### config.mk
export PLATFORM = sky130hd
export DESIGN_NAME = uart_tx_fifo_flat
export DESIGN_NICKNAME = d
export VERILOG_FILES = /design/src/rtl/uart_tx_fifo_if.sv /design/src/rtl/uart_tx_fifo.sv /design/src/flat_wrapper.sv
export SDC_FILE = /design/constraint.sdc
export NUM_CORES = 1
export LEC_CHECK = 0
export CAP_MARGIN = 20
export CORE_ASPECT_RATIO = 1.2
export CORE_MARGIN = 2
export CORE_UTILIZATION = 33
export DETAILED_ROUTE_END_ITERATION = 7
export PLACE_DENSITY = 0.5
export RECOVER_POWER = 100
export SKIP_CTS_REPAIR_TIMING = 1
export SLEW_MARGIN = 25
export SYNTH_ARGS = -nofsm -noshare
export SYNTH_HDL_FRONTEND = slang
export SYNTH_SLANG_ARGS = --single-unit
### constraint.sdc
create_clock -name pclk -period 7.1 [get_ports pclk]
set_input_delay 1.065 -clock pclk [delete_from_list [all_inputs] [get_ports pclk]]
set_output_delay 1.065 -clock pclk [all_outputs]
set_load 0.05 [all_outputs]
### src/rtl/uart_tx_fifo_if.sv
// Handshake bundle between the THR write decode / transmit FSM and the
// transmit holding FIFO.
interface uart_tx_fifo_if #(
    parameter int DATA_WIDTH = 8,
    parameter int ADDR_WIDTH = 4
);
    logic                  thr_wr;
    logic [DATA_WIDTH-1:0] thr_wdata;
    logic                  fifo_en;
    logic                  tx_fifo_rst;
    logic                  tsr_load;
    logic                  tsr_empty;
    logic [DATA_WIDTH-1:0] tsr_data;
    logic                  thre;
    logic                  temt;
    logic                  tx_full;
    logic [ADDR_WIDTH:0]   tx_count;
    logic                  thre_int;
    logic                  wr_drop;

    modport master (
        output thr_wr, thr_wdata, fifo_en, tx_fifo_rst, tsr_load, tsr_empty,
        input  tsr_data, thre, temt, tx_full, tx_count, thre_int, wr_drop
    );

    modport slave (
        input  thr_wr, thr_wdata, fifo_en, tx_fifo_rst, tsr_load, tsr_empty,
        output tsr_data, thre, temt, tx_full, tx_count, thre_int, wr_drop
    );
endinterface

### src/rtl/uart_tx_fifo.sv
// UART transmit holding buffer: first-word-fall-through queue of DEPTH
// bytes in FIFO mode, single holding register otherwise.
module uart_tx_fifo #(
    parameter int DEPTH      = 16,
    parameter int DATA_WIDTH = 8,
    parameter int ADDR_WIDTH = $clog2(DEPTH)
) (
    input  logic           pclk,
    input  logic           presetn,
    uart_tx_fifo_if.slave  bus
);
    localparam logic [ADDR_WIDTH:0] CAP_FIFO = (ADDR_WIDTH+1)'(DEPTH);
    localparam logic [ADDR_WIDTH:0] CAP_ONE  = (ADDR_WIDTH+1)'(1);

    logic [DATA_WIDTH-1:0] mem [DEPTH];
    logic [ADDR_WIDTH-1:0] wr_ptr, rd_ptr;
    logic [ADDR_WIDTH:0]   count;
    logic                  fen_q;
    logic                  thre_int_q, wr_drop_q;

    logic [ADDR_WIDTH:0]   cap;
    logic                  empty, full, pop_ok, wr_ok, flush;

    assign cap    = bus.fifo_en ? CAP_FIFO : CAP_ONE;
    assign empty  = (count == '0);
    assign full   = (count == cap);
    assign pop_ok = bus.tsr_load & ~empty;
    // A pop in the same cycle frees a slot, so a full queue still accepts.
    assign wr_ok  = bus.thr_wr & (~full | pop_ok);
    // Any mode change invalidates the queue contents.
    assign flush  = bus.tx_fifo_rst | (bus.fifo_en != fen_q);

    assign bus.tsr_data = empty ? '0 : mem[rd_ptr];
    assign bus.thre     = empty;
    assign bus.temt     = empty & bus.tsr_empty;
    assign bus.tx_full  = full;
    assign bus.tx_count = count;
    assign bus.thre_int = thre_int_q;
    assign bus.wr_drop  = wr_drop_q;

    // Storage array: written on accepted writes, never reset.
    always_ff @(posedge pclk) begin
        if (wr_ok && !flush) mem[wr_ptr] <= bus.thr_wdata;
    end

    // Pointers, occupancy, mode copy and status pulses.
    always_ff @(posedge pclk or negedge presetn) begin
        if (!presetn) begin
            wr_ptr     <= '0;
            rd_ptr     <= '0;
            count      <= '0;
            fen_q      <= 1'b0;
            thre_int_q <= 1'b0;
            wr_drop_q  <= 1'b0;
        end else begin
            fen_q      <= bus.fifo_en;
            wr_drop_q  <= bus.thr_wr & (flush | ~wr_ok);
            thre_int_q <= ~flush & pop_ok & ~wr_ok & (count == CAP_ONE);
            if (flush) begin
                wr_ptr <= '0;
                rd_ptr <= '0;
                count  <= '0;
            end else begin
                if (wr_ok)  wr_ptr <= wr_ptr + 1'b1;
                if (pop_ok) rd_ptr <= rd_ptr + 1'b1;
                case ({wr_ok, pop_ok})
                    2'b10:   count <= count + 1'b1;
                    2'b01:   count <= count - 1'b1;
                    default: count <= count;
                endcase
            end
        end
    end
endmodule

### src/flat_wrapper.sv
// flat-port wrapper written by rule: the top's interface ports become plain ports
module uart_tx_fifo_flat 
#(
    parameter int DEPTH      = 16,
    parameter int DATA_WIDTH = 8,
    parameter int ADDR_WIDTH = $clog2(DEPTH)
)
  (pclk, presetn, bus_thr_wr, bus_thr_wdata, bus_fifo_en, bus_tx_fifo_rst, bus_tsr_load, bus_tsr_empty, bus_tsr_data, bus_thre, bus_temt, bus_tx_full, bus_tx_count, bus_thre_int, bus_wr_drop);
  uart_tx_fifo_if #(.DATA_WIDTH(DATA_WIDTH), .ADDR_WIDTH(ADDR_WIDTH)) bus_i ();
  input  logic pclk;
  input  logic presetn;
  input wire logic [$bits(bus_i.thr_wr)-1:0] bus_thr_wr;
  input wire logic [$bits(bus_i.thr_wdata)-1:0] bus_thr_wdata;
  input wire logic [$bits(bus_i.fifo_en)-1:0] bus_fifo_en;
  input wire logic [$bits(bus_i.tx_fifo_rst)-1:0] bus_tx_fifo_rst;
  input wire logic [$bits(bus_i.tsr_load)-1:0] bus_tsr_load;
  input wire logic [$bits(bus_i.tsr_empty)-1:0] bus_tsr_empty;
  output wire logic [$bits(bus_i.tsr_data)-1:0] bus_tsr_data;
  output wire logic [$bits(bus_i.thre)-1:0] bus_thre;
  output wire logic [$bits(bus_i.temt)-1:0] bus_temt;
  output wire logic [$bits(bus_i.tx_full)-1:0] bus_tx_full;
  output wire logic [$bits(bus_i.tx_count)-1:0] bus_tx_count;
  output wire logic [$bits(bus_i.thre_int)-1:0] bus_thre_int;
  output wire logic [$bits(bus_i.wr_drop)-1:0] bus_wr_drop;
  assign bus_i.thr_wr = bus_thr_wr;
  assign bus_i.thr_wdata = bus_thr_wdata;
  assign bus_i.fifo_en = bus_fifo_en;
  assign bus_i.tx_fifo_rst = bus_tx_fifo_rst;
  assign bus_i.tsr_load = bus_tsr_load;
  assign bus_i.tsr_empty = bus_tsr_empty;
  assign bus_tsr_data = bus_i.tsr_data;
  assign bus_thre = bus_i.thre;
  assign bus_temt = bus_i.temt;
  assign bus_tx_full = bus_i.tx_full;
  assign bus_tx_count = bus_i.tx_count;
  assign bus_thre_int = bus_i.thre_int;
  assign bus_wr_drop = bus_i.wr_drop;
  uart_tx_fifo #(.DEPTH(DEPTH), .DATA_WIDTH(DATA_WIDTH), .ADDR_WIDTH(ADDR_WIDTH)) u_core (.pclk(pclk), .presetn(presetn), .bus(bus_i));
endmodule
==> results of run 1 <==
==> Yosys cell counts, types with 2 or more instances <==
| cell | n | area, um2 |
|---|---|---|
| nor3_2 | 2 | 20.0 |
| clkbuf_1 | 7 | 26.3 |
| nand3b_1 | 2 | 15.0 |
| buf_2 | 7 | 35.0 |
| mux4_2 | 32 | 721 |
| or2_2 | 2 | 12.5 |
| dfrtp_1 | 16 | 400 |
| nor2b_1 | 2 | 12.5 |
| o21a_1 | 2 | 15.0 |
| xnor2_1 | 2 | 17.5 |
| inv_1 | 7 | 26.3 |
| edfxtp_1 | 128 | 3840 |
| a21oi_1 | 7 | 35.0 |
| mux2i_1 | 18 | 180 |
| ha_1 | 9 | 113 |
| nand2_1 | 12 | 45.0 |
| nor3_1 | 10 | 50.1 |
| xor2_1 | 2 | 17.5 |
| and3_1 | 6 | 37.5 |
| o21ai_0 | 5 | 25.0 |
| nand3_1 | 8 | 40.0 |
| or3_1 | 4 | 25.0 |
| o22ai_1 | 8 | 50.1 |
| nand4_1 | 4 | 25.0 |
| nor2_1 | 12 | 45.0 |
| nand3_2 | 2 | 20.0 |
==> flip-flops by register name, summed over array words and instances, names as in the netlist <==
register,count
u_core.bus.wr_drop,1
u_core.bus.tx_count,5
u_core.mem,128
u_core.rd_ptr,4
u_core.wr_ptr,4
u_core.fen_q,1
u_core.bus.thre_int,1
==> power by group through the flow <==
stage / clock network (W) / registers, W / logic, W
floorplan: 0 / 0.000954 / 0.0000808
global placement: 0 / 0.000950 / 0.000132
detailed placement: 0 / 0.000950 / 0.000134
CTS: 0.000928 / 0.000933 / 0.000134
global route: 0.000962 / 0.000933 / 0.000137
finish: 0.000913 / 0.000933 / 0.000126
==> area by class of cell <==
type | instances | area, um2 | area share
well taps | 224 | 280 | 0.0389
multi-input cells | 168 | 1660 | 0.231
flip-flops and latches | 144 | 4250 | 0.590
inverters | 8 | 35.0 | 0.00487
clock buffers | 21 | 480 | 0.0667
clock inverters | 11 | 135 | 0.0188
repair buffers | 39 | 358 | 0.0497
==> cells by family after synthesis <==
| family | count (synthesis) |
|---|---|
| AOI/OAI and AO/OA | 28 |
| xor gates and xnor gates | 4 |
| adders and majority gates | 9 |
| buffers and inverters | 25 |
| DFF | 144 |
| muxes | 50 |
| and+or+nand+nor | 77 |
==> path summary, 6_finish.rpt <==
| path | end | cells past startpoint |
|---|---|---|
| setup reg to reg | u_core.mem[5][7] | 6 |
| min in group asynchronous | u_core.bus.thre_int | 1 |
| max in group asynchronous | u_core.rd_ptr[0] | 1 |
| hold / removal | u_core.rd_ptr[3] | 2 |
| setup / recovery | bus_tx_full | 5 |
| hold reg to reg | u_core.rd_ptr[3] | 2 |
==> layer usage <==
layer  vias to the layer above  track usage
li1                       1439            -
met1                      1570        0.159
met2                        60        0.235
met3                        14       0.0390
met4                         0       0.0440
met5                         -            0
==> stage by stage <==
step                      cell area, um2  hold slack [ps]
after detailed placement            6620              561
after floorplan                     6040              541
after CTS                           7240              574
after global routing                7200              594
after global placement              6620              540
final                               7200              559
==> worst reg2reg max path: cells and delay by family (launching register included) <==
kind	cells	cell delay (ps)
flip-flops	1	500
adder cells (fa/ha/maj)	1	230
buffers and inverters	1	150
AO/OA/AOI/OAI	1	300
AND/OR/NAND/NOR	3	1730
==> summary.txt, run 1 <==
outcome: finished clean
worst setup margin: 2820 ps
Clock Tree Root: clkbuf_16
Crit. Startpoint: bus_fifo_en
Final Wtd Congestion: 0.833
period utilization: 0.602
Post-Route WL: 12.4 mm
sw power: 0.000415 W
Clock Power Share: 0.463
achievable clock frequency: 234 MHz
number of flops mapped to enable cells by yosys: 128
total track usage: 0.135
power share of the combinational group: 0.064
RSZ-0062 raised after global routing: no
Primary FF master, synth: edfxtp_1
Bufs and invs on worst path: 3
Internal: 0.00156 W
YS warnings: 0
fin cells: 615
mux contribution to synthesized area: 0.149
CP Data Required Time: 6030 ps
final number of max-transition violations: 0
crit path DAT: 3210 ps
first-pass GRT wire length: 19.0 mm
initial core utilization: 0.335
die footprint: 0.0194 mm2
Num CTS Buffers: 17
drt wl/cell: 20.1 um
Seq/Total Area, Yosys: 0.702
Max Cap Viol: 0
Power Total: 0.00197 W
fill cell count: 1628
synthesized area: 0.00604 mm2
Port Buffers: 32
clock insertion delay at the later pin of the skew report: 420 ps
Net Sw Frac: 0.210
CP Capture Type: output port
syn avg cell area: 17.9 um2
min cycle time layout: 4280 ps
largest net degree at the start of global routing: 33
DR vias: 3083
Post-DP HPWL: 7.91 mm
Remaining DRCs: 0
Finished Core Util: 0.399
Final Hold Fails: 0
top sig layer: met4
CP Cell Sequence: dlygate4sd3_1 -> nor3b_1 -> o21ai_0 -> inv_1 -> dlygate4sd3_1
FF-to-FF Start: u_core.bus.tx_count[0]
syn nets: 361
met3 WL: 501 um
min-delay worst type: flip-flop to flip-flop
relative slew slack: 0.0503
post-route ant nets: 0
slowest cell on the critical path: dlygate4sd3_1
area grow syn2layout: 19.1%
Syn Inst Count: 337
post-synthesis compound-gate area fraction: 0.0304
CP max stage delay: 870 ps
H-tree depth: 4
IO Pins: 33
Placed Cells: 583
Die Y-Extent: 152 um
Min-Delay Startpoint: u_core.rd_ptr[3]
commonest non-fill, non-tap cell in the layout: edfxtp_1
most numerous cell on the critical path: dlygate4sd3_1
Worst Setup Start Kind: primary input
CTS tree: built
Synth Area in Adders: 0.0186
Num Clock Sinks: 144
library cells used by synthesis: 47
most frequent cells in the layout: edfxtp_1, mux4_2, dlygate4sd3_1, mux2i_1, clkbuf_16
ys async rst share: 0.111
flop2flop setup slack: 3810 ps
Seq pwr share: 0.473
initial antenna violation count: 0
Antenna Cells: 0
post-synthesis xor/xnor area fraction: 0.00580
skew final: 8.19 ps
total gr overflow: 0
Worst Path Max Fanout: 4
worst slew pin tran: 1410 ps
CORE AREA: 0.0180 mm2
Clock Path Buffers: 2
Layout Nets: 402
Pre-antenna DRT Iters: 4
largest family of logic cells by synthesized area: multiplexers
power density over the cells: 274 mW/mm2
vias in the first global route: 3322
flops & latches, synth: 144
Via density: 5.01
# rows: 54
final setup vio count: 0
Post-Synth Simple-Gate Area: 0.0739
Pleak: 2.34 nW
kind of cell adding the most delay to the critical path: buffers and inverters
drt first-iter violations: 205
share of layout cells above drive strength 1: 0.194
Max VDD drop: 164 uV
met1 WL: 5.25 mm
chip width: 128 um
Crit Path Class: primary input to output port
Routed met2 length: 6.45 mm
TNS Setup: 0 ps
dpl ws: 3030 ps
clock slew seen by the registers of the worst setup and hold paths: 60 ps
(Power assumes the default switching activity.)
==> inputs of run 2 (changes only) <==
==> constraint.sdc (replaced) <==
create_clock -name pclk -period 4.33 [get_ports pclk]
set_input_delay 0.6495 -clock pclk [delete_from_list [all_inputs] [get_ports pclk]]
set_output_delay 0.6495 -clock pclk [all_outputs]
set_load 0.05 [all_outputs]
==> summary.txt, run 2 (synthesis results as in run 1) <==
Largest register FFs: 128 (unchanged)
Top reg by flops: u_core.mem
Via density: 5.02 (+0.16%)
area grow syn2layout: 18.1%
DR vias: 3108 (+0.81%)
worst slew pin tran: 785 ps (-629 ps)
Port Buffers: 32 (unchanged)
CP Data Required Time: 3680 ps (-2350 ps)
post-route ant nets: 0 (unchanged)
sw power: 0.000648 W (+56%)
Post-Route WL: 12.5 mm (+0.87%)
commonest non-fill, non-tap cell in the layout: edfxtp_1
outcome: finished clean
most frequent cells in the layout: edfxtp_1, mux4_2, dlygate4sd3_1, mux2i_1, clkbuf_16
largest net degree at the start of global routing: 33 (unchanged)
final setup vio count: 0 (unchanged)
CP Capture Type: output port
share of layout cells above drive strength 1: 0.170 (-0.0248)
Crit Path Class: flip-flop to output port
chip width: 128 um (unchanged)
power density over the cells: 431 mW/mm2 (+57%)
clock slew seen by the registers of the worst setup and hold paths: 60 ps (about the same)
Die Y-Extent: 152 um (unchanged)
Final Hold Fails: 0 (unchanged)
die footprint: 0.0194 mm2 (unchanged)
IO Pins: 33 (unchanged)
Pleak: 2.31 nW (-1.2%)
relative slew slack: 0.477 (+0.426)
Seq pwr share: 0.498 (+0.025)
Layout Nets: 407 (+1.2%)
CORE AREA: 0.0180 mm2 (unchanged)
fin cells: 619 (+0.65%)
min-delay worst type: flip-flop to flip-flop
drt first-iter violations: 155 (-24%)
first-pass GRT wire length: 19.5 mm (+2.4%)
final number of max-transition violations: 0 (unchanged)
TNS Setup: 0 ps (unchanged)
skew final: 8.78 ps (+0.593 ps)
CTS tree: built
Max VDD drop: 254 uV (+55%)
Post-DP HPWL: 7.92 mm (+0.23%)
Clock Power Share: 0.436 (-0.027)
achievable clock frequency: 255 MHz
Worst Setup Start Kind: flip-flop
total gr overflow: 0 (unchanged)
Internal: 0.00243 W (+56%)
Antenna Cells: 0 (unchanged)
Worst Path Max Fanout: 11 (+7)
drt wl/cell: 20.2 um (+0.21%)
total track usage: 0.138 (+0.00371)
Max Cap Viol: 0 (unchanged)
Clock Path Buffers: 2 (unchanged)
fill cell count: 1646 (+1.1%)
crit path DAT: 3270 ps (+60 ps)
Num Clock Sinks: 144 (unchanged)
power share of the combinational group: 0.067 (+0.003)
RSZ-0062 raised after global routing: no
vias in the first global route: 3274 (-1.4%)
Pre-antenna DRT Iters: 5 (+1)
initial antenna violation count: 0 (unchanged)
Placed Cells: 588 (+0.86%)
# rows: 54 (unchanged)
clock insertion delay at the later pin of the skew report: 420 ps (about the same)
period utilization: 0.906
Clock Tree Root: clkbuf_16
min cycle time layout: 3920 ps
Num CTS Buffers: 17 (unchanged)
H-tree depth: 4 (unchanged)
initial core utilization: 0.335 (unchanged)
Remaining DRCs: 0 (unchanged)
Final Wtd Congestion: 0.772 (-7.3%)
Net Sw Frac: 0.211 (+0.000516)
[run 2: changes by cell type in the layout (fill, tap and decap cells not counted), moves of 2 or more]
cell / change
clkinv_1: +2
clkbuf_8: -4
clkbuf_1: +10
clkinvlp_4: -2
[run 2: metal layers]
| metal | part of all wire | routed length [um] | vias up | track usage |
|---|---|---|---|---|
| li1 | - | - | 1442 | - |
| met1 | 0.43 | 5420 | 1584 | 0.175 |
| met2 | 0.51 | 6400 | 61 | 0.229 |
| met3 | 0.036 | 443 | 21 | 0.0369 |
| met4 | 0.017 | 214 | 0 | 0.0502 |
| met5 | 0 | 0 | - | 0 |
[run 2: final timing paths]
path	from	slack, ps	to	cells past startpoint
worst min-delay path	u_core.rd_ptr[1]	580	u_core.rd_ptr[1]	2
min in group asynchronous	presetn	740	u_core.bus.tx_count[1]	1
worst min register to register	u_core.rd_ptr[1]	580	u_core.rd_ptr[1]	2
max in group asynchronous	presetn	3060	u_core.rd_ptr[0]	1
worst max register to register	u_core.bus.tx_count[0]	1470	u_core.mem[1][0]	7
worst max-delay path	u_core.bus.tx_count[0]	410	bus_tsr_data[5]	6
[run 2: layout make-up]
cell class	count	area, um2	area share
clock buffers	22	444	0.0622
inverters	8	31.3	0.00438
well taps	224	280	0.0393
repair buffers	44	389	0.0545
multi-input cells	168	1660	0.232
clock inverters	9	92.6	0.0130
flip-flops and latches	144	4250	0.595
[run 2: worst max-delay path, stage by stage (launching register included)]
cell and delay, ps:
dfrtp_1 460, inv_1 140, ha_1 170, or4b_1 650, or2b_1 460, o22ai_1 180, dlygate4sd3_1 790
[run 2: through the flow]
step | util | hold WS, ps | total power [W] | area (um2) | setup slack, ps
2_1_floorplan | - | 354 | 0.00170 | 6040 | 1220
3_3_place_gp | 0.370 | 557 | 0.00178 | 6670 | 1100
3_5_place_dp | 0.370 | 569 | 0.00178 | 6670 | 1050
4_1_cts | 0.399 | 579 | 0.00312 | 7210 | 584
5_1_grt | 0.396 | 643 | 0.00318 | 7140 | 264
6_report | 0.396 | 580 | 0.00307 | 7140 | 409
[run 2: power by group through the flow]
stage	logic, W	registers [W]	clock network, W
after floorplan	0.000133	0.00156	0
after global placement	0.000218	0.00156	0
after detailed placement	0.000221	0.00156	0
after CTS	0.000221	0.00153	0.00137
after global routing	0.000223	0.00153	0.00142
final	0.000205	0.00153	0.00134
==> inputs of run 3 (changes only) <==
==> constraint.sdc (replaced) <==
create_clock -name pclk -period 4.5 [get_ports pclk]
set_input_delay 0.675 -clock pclk [delete_from_list [all_inputs] [get_ports pclk]]
set_output_delay 0.675 -clock pclk [all_outputs]
set_load 0.05 [all_outputs]
==> summary.txt, run 3 (synthesis results as in run 1) <==
commonest non-fill, non-tap cell in the layout: edfxtp_1
first-pass GRT wire length: 19.0 mm (-2.6%)
Crit Path Class: flip-flop to output port
vias in the first global route: 3330 (+1.7%)
CORE AREA: 0.0180 mm2 (unchanged)
Net Sw Frac: 0.212 (+0.000774)
RSZ-0062 raised after global routing: no
min cycle time layout: 4000 ps
initial antenna violation count: 0 (unchanged)
clock slew seen by the registers of the worst setup and hold paths: 60 ps (about the same)
Port Buffers: 32 (unchanged)
CTS tree: built
# rows: 54 (unchanged)
sw power: 0.000674 W (+4.0%)
post-route ant nets: 0 (unchanged)
Seq pwr share: 0.463 (-0.035)
Worst R2R Path Depth: 6 (-1)
crit path DAT: 3320 ps (+50 ps)
Remaining DRCs: 0 (unchanged)
IO Pins: 33 (unchanged)
relative slew slack: 0.429 (-0.0480)
Internal: 0.00251 W (+3.5%)
drt wl/cell: 20.0 um (-0.51%)
total track usage: 0.134 (-0.00476)
total gr overflow: 0 (unchanged)
Max Cap Viol: 0 (unchanged)
CP Data Required Time: 3830 ps (+150 ps)
Clock Tree Root: clkbuf_16
Largest register FFs: 128 (unchanged)
power density over the cells: 440 mW/mm2 (+2.1%)
final number of max-transition violations: 0 (unchanged)
CP Capture Type: output port
Pleak: 2.35 nW (+1.8%)
skew final: 5.09 ps (-3.69 ps)
Reg area: 0.00425 mm2 (unchanged)
min-delay worst type: flip-flop to flip-flop
Antenna Cells: 0 (unchanged)
Pre-antenna DRT Iters: 4 (-1)
Layout Nets: 405 (-0.49%)
final setup vio count: 0 (unchanged)
period utilization: 0.888
initial core utilization: 0.335 (unchanged)
Num CTS Buffers: 17 (unchanged)
DR vias: 3153 (+1.4%)
area of the multi-input gates: 0.00166 mm2 (unchanged)
outcome: finished clean
Clock Power Share: 0.476 (+0.040)
power share of the combinational group: 0.062 (-0.005)
Max VDD drop: 280 uV (+10%)
worst slew pin tran: 857 ps (+72.0 ps)
H-tree depth: 4 (unchanged)
Clock Path Buffers: 2 (unchanged)
Final Hold Fails: 0 (unchanged)
Die Y-Extent: 152 um (unchanged)
die footprint: 0.0194 mm2 (unchanged)
Final Wtd Congestion: 0.765 (-0.95%)
largest net degree at the start of global routing: 33 (unchanged)
drt first-iter violations: 275 (+77%)
Post-Route WL: 12.4 mm (-0.67%)
Num Clock Sinks: 144 (unchanged)
FF-to-FF Start: u_core.bus.tx_count[0]
Worst Path Max Fanout: 11 (unchanged)
most frequent cells in the layout: edfxtp_1, mux4_2, dlygate4sd3_1, mux2i_1, clkbuf_16
design area: 0.00724 mm2 (+1.4%)
Crit. Startpoint: u_core.bus.tx_count[1]
Via density: 5.10 (+1.6%)
share of layout cells above drive strength 1: 0.188 (+0.0182)
chip width: 128 um (unchanged)
fill cell count: 1627 (-1.2%)
Post-DP HPWL: 8.01 mm (+1.2%)
Worst Setup Start Kind: flip-flop
hold depth: 2 (unchanged)
TNS Setup: 0 ps (unchanged)
achievable clock frequency: 250 MHz
area grow syn2layout: 19.8%
Area after DPL: 0.00665 mm2 (-0.23%)
Top reg by flops: u_core.mem
Min-Delay Startpoint: u_core.rd_ptr[1]
clock insertion delay at the later pin of the skew report: 420 ps (about the same)
Power Total: 0.00318 W (+3.6%)
run 3: cell count changes in the layout (fill, tap and decap cells not counted), sizes merged:
| cell | previous run | this run |
|---|---|---|
| clkbuf | 31 | 24 |
| bufinv | 2 | 5 |
| clkinvlp | 1 | 3 |
| clkinv | 7 | 8 |
run 3: metal layers:
| layer | GRT usage | vias up | wire length, um |
|---|---|---|---|
| met5 | 0 | - | 0 |
| met1 | 0.164 | 1624 | 5410 |
| met3 | 0.0397 | 16 | 502 |
| li1 | - | 1442 | - |
| met2 | 0.224 | 71 | 6290 |
| met4 | 0.0471 | 0 | 182 |
run 3: final timing paths:
path,slack (ps),to
max reg2reg,1600,u_core.mem[11][3]
max,500,bus_tsr_data[1]
min,580,u_core.rd_ptr[1]
min in group asynchronous,780,u_core.bus.tx_count[4]
max in group asynchronous,3180,u_core.rd_ptr[0]
min reg2reg,580,u_core.rd_ptr[1]
run 3: layout make-up:
class | count | share of cell area
multi-input cells | 168 | 0.229
well taps | 224 | 0.0387
clock buffers | 17 | 0.0588
inverters | 8 | 0.00484
flip-flops and latches | 144 | 0.586
repair buffers | 42 | 0.0527
clock inverters | 15 | 0.0301
run 3: power groups by stage:
stage	combinational, W	sequential, W	clock [W]
floorplan	0.000128	0.00151	0
global route	0.000213	0.00147	0.00159
detailed placement	0.000210	0.00150	0
CTS	0.000210	0.00147	0.00154
global placement	0.000208	0.00150	0
finish	0.000196	0.00147	0.00151
run 3: stage by stage:
stage / hold slack [ps] / util / instances / worst slack, ps
after CTS: 584 / 0.404 / 618 / 700
after global placement: 557 / 0.369 / 586 / 1160
after global routing: 626 / 0.401 / 618 / 309
after detailed placement: 575 / 0.369 / 586 / 1160
after floorplan: 379 / - / 337 / 1370
final: 581 / 0.401 / 618 / 504
run 3: critical path: stages (launching register included):
cell           delay [ps]
dfrtp_1               460
inv_1                 160
ha_1                  170
or4b_1                670
or2b_1                460
o22ai_1               180
dlygate4sd3_1         790
